$ cat config.mk
export PLATFORM = sky130hd
export DESIGN_NAME = serial_addsub
export DESIGN_NICKNAME = d
export VERILOG_FILES = /design/src/rtl/serial_addsub_pkg.sv /design/src/rtl/serial_addsub_fa_cell.sv /design/src/rtl/serial_addsub.sv
export SDC_FILE = /design/constraint.sdc
export NUM_CORES = 1
export LEC_CHECK = 0
export ABC_AREA = 1
export CORE_MARGIN = 1
export CORE_UTILIZATION = 40
export CTS_CLUSTER_DIAMETER = 200
export DETAILED_ROUTE_END_ITERATION = 10
export GPL_ROUTABILITY_DRIVEN = 0
export GPL_TIMING_DRIVEN = 1
export PLACE_DENSITY = 0.63
export SYNTH_ARGS = -nofsm -noshare
export SYNTH_HDL_FRONTEND = slang
export SYNTH_SLANG_ARGS = --single-unit
$ cat constraint.sdc
create_clock -name clk -period 3.6 [get_ports clk]
set_input_delay 1.08 -clock clk [delete_from_list [all_inputs] [get_ports clk]]
set_output_delay 1.08 -clock clk [all_outputs]
set_load 0.02 [all_outputs]
$ cat src/rtl/serial_addsub_pkg.sv
// serial_addsub_pkg: shared types and constants for the bit-serial adder/subtractor.
// Optional feature macro: SERIAL_ADDSUB_OVF_EN (adds the signed-overflow output).
package serial_addsub_pkg;

  localparam int SERIAL_ADDSUB_WIDTH_DEF = 8;

  typedef enum logic [1:0] {
    IDLE = 2'd0,
    RUN  = 2'd1,
    DONE = 2'd2
  } state_t;

endpackage

$ cat src/rtl/serial_addsub_fa_cell.sv
// fa_cell: one-bit full adder, the only arithmetic element of the serial datapath.
module fa_cell (
  input  logic a,
  input  logic b,
  input  logic cin,
  output logic s,
  output logic co
);

  // Sum and majority carry of the three input bits
  always_comb begin
    s  = a ^ b ^ cin;
    co = (a & b) | (a & cin) | (b & cin);
  end

endmodule

$ cat src/rtl/serial_addsub.sv
// serial_addsub: bit-serial adder/subtractor, one result bit per clock, LSB first.
// Subtraction is A + ~B + 1: B is inverted on capture and the carry is seeded with 1.
// Optional feature macro: SERIAL_ADDSUB_OVF_EN adds output ovf (signed overflow).
module serial_addsub
  import serial_addsub_pkg::*;
#(
  parameter int WIDTH = SERIAL_ADDSUB_WIDTH_DEF
) (
  input  logic             clk,
  input  logic             rst_n,
  input  logic             start,
  input  logic             sub,
  input  logic [WIDTH-1:0] in_a,
  input  logic [WIDTH-1:0] in_b,
  output logic             ready,
  output logic             sum_bit,
  output logic             sum_bit_vld,
  output logic [WIDTH-1:0] sum,
  output logic             cout,
`ifdef SERIAL_ADDSUB_OVF_EN
  output logic             ovf,
`endif
  output logic             done
);

  localparam int CW = $clog2(WIDTH + 1);
  localparam logic [CW-1:0] LAST_COUNT = CW'(WIDTH - 1);

  state_t           state;
  logic [WIDTH-1:0] a_reg;
  logic [WIDTH-1:0] b_reg;
  logic [WIDTH-2:0] part;
  logic             carry;
  logic [CW-1:0]    count;
  logic             fa_s;
  logic             fa_co;
  logic [WIDTH-1:0] next_res;

  // Single shared full adder working on the current operand LSBs and carry
  fa_cell u_fa (
    .a   (a_reg[0]),
    .b   (b_reg[0]),
    .cin (carry),
    .s   (fa_s),
    .co  (fa_co)
  );

  // Status outputs decoded from the registered state; the serial bit is gated to RUN
  always_comb begin
    ready       = (state == IDLE);
    sum_bit_vld = (state == RUN);
    sum_bit     = (state == RUN) ? fa_s : 1'b0;
    next_res    = {fa_s, part};
  end

  // Control FSM and serial datapath; results are published only when entering DONE
  always_ff @(posedge clk) begin
    if (!rst_n) begin
      state <= IDLE;
      a_reg <= '0;
      b_reg <= '0;
      part  <= '0;
      carry <= 1'b0;
      count <= '0;
      sum   <= '0;
      cout  <= 1'b0;
      done  <= 1'b0;
`ifdef SERIAL_ADDSUB_OVF_EN
      ovf   <= 1'b0;
`endif
    end else begin
      case (state)
        IDLE: begin
          if (start) begin
            a_reg <= in_a;
            b_reg <= in_b ^ {WIDTH{sub}};
            carry <= sub;
            count <= '0;
            state <= RUN;
          end
        end
        RUN: begin
          a_reg <= a_reg >> 1;
          b_reg <= b_reg >> 1;
          carry <= fa_co;
          part  <= next_res[WIDTH-1:1];
          count <= count + CW'(1);
          if (count == LAST_COUNT) begin
            state <= DONE;
            sum   <= next_res;
            cout  <= fa_co;
            done  <= 1'b1;
`ifdef SERIAL_ADDSUB_OVF_EN
            ovf   <= carry ^ fa_co;
`endif
          end
        end
        DONE: begin
          done  <= 1'b0;
          state <= IDLE;
        end
        default: begin
          done  <= 1'b0;
          state <= IDLE;
        end
      endcase
    end
  end

endmodule

==> impl_metrics.toml, run 1 <==
[outcome]
outcome = "completed"

[timing]
skew_ns = 0.002008
hold_violations = 0
rsz0062_at_grt = "no"
fin_crit_sh_pct = 82.86
slew_viol_final = 0
finalSetupViolCount = 0
slew_headroom_pct = 61.26
fmax_mhz = 335.2
finalCriticalPeriod_ns = 2.983
worst_slew_pin_slew_ns = 0.5792
fin_tns_setup_ns = 0
setup_slack_ns = 0.6170

[route]
dr.pass1.iters = 4
post_drt_wl_per_cell_um = 11.02
drt_iter0_markers = 77
viasPerCell = 4.687
drt.antenna.violating_nets = 0
drc = 0
vias = 1631
finalWirelength_um = 3834

[floorplanning]
io_pins = 33
core-area_sq_mm = 0.004384
die_area_sq_mm = 0.004873
fp.dieH_um = 69.81
initial_core_util_pct = 41.95
num_rows = 24
die_w_um = 69.81

[power]
totalPowerFinal_mw = 0.9231
total_leakage_power_nw = 1.073
ir_drop_mv = 0.2056
power.density_mw_per_mm2 = 408.3

[logic_synthesis]
ys_seq_elements = 40
synth-compound-area-share_pct = 11.70
synth_nets = 284
ys_seq_area_share_pct = 43.54
synth-adder-area-share_pct = 1.769
syn_inst = 262
synth_cell_types = 24
synth_top_family_by_area = "simple AND/OR/NAND/NOR gates"
synth.largest_area_cell = "dfxtp_1"
syn_area_sq_mm = 0.001839
syn_avg_cell_area_sq_um = 7.020
yosys.area_share.simple_pct = 32.04
ys.warnings.count = 0
muxShareOfSynthArea_pct = 0
synth_top_area_share_pct = 43.54
synthXorXnorAreaFrac_pct = 0.4762
synth_area_leaders = "dfxtp_1 44%, nand2_1 19%, inv_1 5.3%, nor2_1 5.1%, nand3_1 4.4%"

[setup_path]
startpoint_type = "flop"
crit_required_ns = 2.52
critPathBufInv = 2
cp-end-kind = "output pin"
worstPathArrival_ns = 1.90
worstSetupPathType = "flop to output pin"
critPathSlowestCell = "clkdlybuf4s50_1"
path_max_fanout = 2
cpLargestDelayFamily = "buffers and inverters"
cpPeakStageDelay_ns = 0.59
worstPathCellList = "fa_1, nand2_1, inv_1, clkdlybuf4s50_1"

[global_routing]
antenna_found_initial = 0
grt_pass1_wl_um = 6603
grt_pass1_vias = 1473
track_usage_pct = 17.17
overflow = 0
grt_max_degree = 20

[placement]
port_buffers = 32
dp_hpwl_um = 2701
dpl_cell_area_sq_mm = 0.002171
dp_slack_ns = 0.9263

[cts]
cts_inserted_buffers = 5
htreeDepth = 2
cts_tree = "yes"
cts.clk_slew.worst_paths_ns = 0.07
cts_max_path_buffers = 2
cts_hold_buf = 0
cts_setup_buffers = 0
clkSinkCount = 40
clockRootBuffer = "clkbuf_8"
clkLatencyLatePin_ns = 0.29
ctsResizeCount = 0

[job]
maxCapViolations = 0

[layout]
nNetsFinal = 317
stdcell_area_sq_mm = 0.002261
utilization_pct = 51.57
fill_cells = 456
drive_gt1_share_pct = 8.108
area_growth_pct = 22.93
diodes = 0

[hold_path]
hold_class = "flop to flop"
==> tightest hold or removal path: stages (launching register included) <==
cell,delay [ns]
dfxtp_1,0.31
nand2_1,0.06
a21oi_1,0.06
==> routing by layer <==
layer	global-route usage, %	up-vias	routed length (um)	share of wire [%]
li1	-	881	-	-
met1	22.64	711	1862	49
met2	27.46	37	1765	46
met3	5.378	2	197	5.1
met4	4.000	0	8	0.21
met5	0	-	0	0
==> path summary, 6_finish.rpt <==
path                            slack, ns  depth (start not counted)       end     start
worst min-delay path                 0.47                          2    sum[5]    sum[5]
worst max-delay path                 0.62                          4   sum_bit     carry
worst min register to register       0.47                          2    sum[5]    sum[5]
worst max register to register       2.16                          4  a_reg[1]  state[0]
==> report_power, final <==
part | leakage [nW] | switching (mW) | total (mW) | internal (mW)
Combinational | 0.700 | 0.0786 | 0.136 | 0.0579
Sequential | 0.327 | 0.0140 | 0.481 | 0.467
Clock | 0.0455 | 0.149 | 0.306 | 0.156
==> cell usage in the layout (no fill, tap or decap), types with 2 or more instances in the layout <==
master,instances
buf_4,4
clkdlybuf4s50_1,32
clkbuf_1,2
o21ai_2,6
nand3_1,16
o21ai_0,16
nand2_2,2
dfxtp_1,40
inv_1,26
nor2_1,25
a21oi_1,15
nand2_1,94
inv_2,2
clkbuf_8,6
==> final cells by class <==
class	instances	area, sq um	share of cell area (%)
inverters	29	108.9	4.815
well taps	52	65.06	2.878
repair buffers	36	350.3	15.50
multi-input cells	183	845.8	37.41
flip-flops and latches	40	800.8	35.42
clock buffers	8	90.09	3.985
==> cells by family (layout without fill, tap and decap cells) <==
kind of cell / count (synthesis) / after routing
DFF: 40 / 40
adders and majority gates: 2 / 2
AOI/OAI and AO/OA: 38 / 38
buffers and inverters: 39 / 73
xor gates and xnor gates: 1 / 1
and+or+nand+nor: 142 / 142
==> cells in the mapped netlist (all sizes together) <==
cell type,instances
nand2,97
dfxtp,40
inv,28
nor2,27
o21ai,22
nand3,16
a21oi,15
buf,9
clkbuf,1
clkinv,1
fa,1
ha,1
nand4,1
o21a,1
or2,1
xor2,1
==> metrics by stage <==
stage               hold WS (ns)  cells
floorplan                 0.4434    262
detailed placement        0.4606    340
CTS                       0.4721    348
global placement          0.4563    340
finish                    0.4682    348
global route              0.4910    348
(Power assumes the default switching activity.)
==> inputs of run 2 (changes only) <==
Settings changed: PLACE_DENSITY 0.63 to 0.65.
Clock period 3.6 ns to 2.6 ns, I/O delays scaled along.
==> impl_metrics.toml, run 2 (same netlist as run 1, synthesis figures left out) <==
[route]
drt.antenna.violating_nets = 0
finalWirelength_um = 3625
dr.pass1.iters = 4
post_drt_wl_per_cell_um = 10.39
viasPerCell = 4.716
drc = 0
drt_iter0_markers = 61
vias = 1646

[floorplanning]
initial_core_util_pct = 41.95
die_w_um = 69.81
core-area_sq_mm = 0.004384
num_rows = 24
die_area_sq_mm = 0.004873
fp.dieH_um = 69.81
io_pins = 33

[hold_path]
hold_class = "flop to flop"

[layout]
nNetsFinal = 318
final_cell_mix = "94 x nand2_1, 40 x dfxtp_1, 31 x clkdlybuf4s50_1"
area_growth_pct = 25.92
fill_cells = 438
final_common_cell = "nand2_1"
drive_gt1_share_pct = 9.091
multi_input_area_sq_um = 845.8
seq_area_sq_um = 800.8
diodes = 0

[placement]
dp_hpwl_um = 2576
port_buffers = 32
dp_slack_ns = 0.2450

[timing]
fin_crit_sh_pct = 92.80
worst_slew_pin_slew_ns = 0.3722
fmax_mhz = 414.5
finalSetupViolCount = 0
slew_viol_final = 0
fin_tns_setup_ns = 0
skew_ns = 0.01002
rsz0062_at_grt = "no"
slew_headroom_pct = 75.16
setup_slack_ns = 0.1873
hold_violations = 0
finalCriticalPeriod_ns = 2.413
whs_ns = 0.4683

[cts]
cts_inserted_buffers = 5
clockRootBuffer = "clkbuf_8"
htreeDepth = 2
clkLatencyLatePin_ns = 0.29
cts_tree = "yes"
cts_hold_buf = 0
cts_setup_buffers = 0
cts_max_path_buffers = 2
clkSinkCount = 40
cts.clk_slew.worst_paths_ns = 0.08

[global_routing]
antenna_found_initial = 0
track_usage_pct = 16.18
grt_pass1_wl_um = 6292
grt_pass1_vias = 1441
grt_max_degree = 33
overflow = 0

[setup_path]
startpoint_type = "flop"
cp-end-kind = "output pin"
worstPathArrival_ns = 1.63
crit_required_ns = 1.82
path_max_fanout = 13
worstSetupPathType = "flop to output pin"

[outcome]
outcome = "completed"

[power]
power.density_mw_per_mm2 = 607.3
totalPowerFinal_mw = 1.406
ir_drop_mv = 0.3738
total_leakage_power_nw = 1.106

[job]
maxCapViolations = 0
run 2: changes by cell type in the layout (fill, tap and decap cells not counted), sizes merged:
cell / change
dlygate4sd2: +1
bufinv: +1
buf: +1
clkdlybuf4s50: -1
clkbuf: -1
run 2: final timing paths:
check        cells past startpoint  slack, ns  startpoint           to
max                              3       0.19    state[0]  sum_bit_vld
min                              2       0.47      sum[7]       sum[7]
max reg2reg                      6       1.17    state[0]       sum[0]
min reg2reg                      2       0.47      sum[7]       sum[7]
run 2: cell type report:
cell class / count / share of cell area (%)
multi-input combinational: 183 / 36.52
sequential: 40 / 34.58
timing repair buffer: 37 / 15.94
inverter: 29 / 4.700
clock buffer: 7 / 4.160
tap: 52 / 2.809
clock inverter: 1 / 1.297
run 2: repair_timing:
action | CTS | global route
setup endpoints to repair | 1 | 0
resized for setup | 1 | 0
endpoints found under the hold margin | 0 | 0
run 2: report_power, final:
| group | switching (mW) | leakage [nW] | internal, mW |
|---|---|---|---|
| sequential | 0.0195 | 0.327 | 0.646 |
| combinational | 0.107 | 0.714 | 0.0821 |
| clock | 0.213 | 0.0645 | 0.339 |
run 2: metal layers:
layer	track usage, %	vias to the layer above	routed length [um]
li1	-	877	-
met1	21.23	738	1782
met2	25.96	25	1666
met3	3.634	6	129
met4	6.000	0	46
met5	0	-	0
run 2: critical path: stages, from the launching register on:
cell and delay, ns:
dfxtp_1 0.40, nand2_2 0.08, inv_2 0.20, clkdlybuf4s50_1 0.66
run 2: through the flow:
stage | cell area, sq um | utilization [%] | cells
2_1_floorplan | 1839 | - | 262
3_3_place_gp | 2191 | 49.97 | 341
3_5_place_dp | 2191 | 49.97 | 341
4_1_cts | 2316 | 52.83 | 349
5_1_grt | 2316 | 52.83 | 349
6_report | 2316 | 52.83 | 349
==> inputs of run 3 (changes only) <==
Settings changed: CORE_UTILIZATION 40 to 48, DONT_BUFFER_PORTS set to 1, PLACE_DENSITY 0.65 to 0.62.
Clock period 2.6 ns to 2.5 ns, I/O delays scaled along.
==> impl_metrics.toml, run 3 (same netlist as run 1, synthesis figures left out) <==
[outcome]
outcome = "completed"

[setup_path]
cpPeakStageDelay_ns = 0.56
crit_required_ns = 1.75
cp-end-kind = "output pin"
worstPathArrival_ns = 1.41
critPathBufInv = 1
path_max_fanout = 2
worstSetupPathType = "flop to output pin"
startpoint_type = "flop"
critPathSlowestCell = "fa_1"
worstPathCellList = "fa_1, nand2_1, inv_1"
cpLargestDelayFamily = "adder cells"

[route]
finalWirelength_um = 3512
drt.antenna.violating_nets = 0
dr.pass1.iters = 4
post_drt_wl_per_cell_um = 11.33
vias = 1479
drc = 0
drt_iter0_markers = 86
viasPerCell = 4.771

[layout]
multi_input_area_sq_um = 845.8
diodes = 0
final_common_cell = "nand2_1"
seq_area_sq_um = 800.8
final_cell_mix = "94 x nand2_1, 40 x dfxtp_1, 26 x inv_1"
drive_gt1_share_pct = 9.160
layoutNonFillerInstCount = 310
nNetsFinal = 284
fill_cells = 391
area_growth_pct = 5.170

[power]
pwr-share-comb_pct = 11.4
ir_drop_mv = 0.4824
clkPwrFrac_pct = 34.7
power_switching_mw = 0.3161
power_frac_seq_pct = 53.9
total_leakage_power_nw = 0.9537
p_sw_share_pct = 24.60
totalPowerFinal_mw = 1.285
power.density_mw_per_mm2 = 664.3
internal-power_mw = 0.9690

[timing]
fin_tns_setup_ns = 0
worst_slew_pin_slew_ns = 0.3897
fmax_mhz = 463.2
finalCriticalPeriod_ns = 2.159
slew_headroom_pct = 73.93
rsz0062_at_grt = "no"
whs_ns = 0.4705
hold_violations = 0
slew_viol_final = 0
fin_crit_sh_pct = 86.35
skew_ns = 0.005591
finalSetupViolCount = 0

[global_routing]
track_usage_pct = 19.68
grt_max_degree = 33
antenna_found_initial = 0
grt_pass1_vias = 1422
grt_pass1_wl_um = 6154
overflow = 0

[placement]
dp_hpwl_um = 2416
port_buffers = 0
dpl.cell_count = 303

[cts]
cts_setup_buffers = 0
cts_hold_buf = 0
clockRootBuffer = "clkbuf_8"
cts_inserted_buffers = 5
cts_max_path_buffers = 2
clkSinkCount = 40
clkLatencyLatePin_ns = 0.28
htreeDepth = 2
cts_tree = "yes"
cts.clk_slew.worst_paths_ns = 0.07
ctsResizeCount = 0

[floorplanning]
die_area_sq_mm = 0.004083
die_w_um = 63.90
num_rows = 22
initial_core_util_pct = 50.24
fp.dieH_um = 63.90
io_pins = 33
core-area_sq_mm = 0.003661

[hold_path]
hold_class = "flop to flop"

[job]
maxCapViolations = 0
## run 3: cell count changes in the layout (fill, tap and decap cells not counted), sizes merged
cell           delta
clkdlybuf4s50    -31
buf               -2
dlygate4sd2       -1
bufinv            -1
## run 3: tightest hold or removal path, stage by stage (launching register included)
cell and delay [ns]:
dfxtp_1 0.31, nand2_1 0.06, a21oi_1 0.06
## run 3: metal layers
metal  share of wire, %  track usage (%)  up-vias
li1                   -                -      808
met1                 49            23.66      642
met2                 46            33.51       23
met3                3.9            5.357        6
met4                1.3            6.818        0
met5                  0                0        -
## run 3: stage by stage
step	util, %	setup slack [ns]	cell area [sq um]
after floorplan	-	0.6948	1839
after global placement	50.21	0.6534	1838
after detailed placement	50.21	0.6343	1838
after CTS	52.84	0.3209	1934
after global routing	52.84	0.2725	1934
final	52.84	0.3411	1934
## run 3: layout make-up
class                           count  share of cell area (%)
Multi-Input combinational cell    183                   43.73
Sequential cell                    40                   41.40
Clock buffer                        7                   4.981
Tap cell                           48                   3.105
Timing Repair Buffer                3                   1.164
Inverter                           29                   5.627
## run 3: worst paths after layout
kind	slack, ns	cells after the start	start	to
max	0.34	3	carry	sum_bit
min	0.47	2	part[6]	part[6]
min reg2reg	0.47	2	part[6]	part[6]
max reg2reg	1.03	6	state[0]	sum[0]
## run 3: power by group through the flow
stage	logic (mW)	registers [mW]	clock network (mW)
CTS	0.149	0.692	0.459
global route	0.173	0.696	0.487
floorplan	0.139	0.703	0
global placement	0.147	0.706	0
detailed placement	0.148	0.707	0
finish	0.146	0.692	0.446
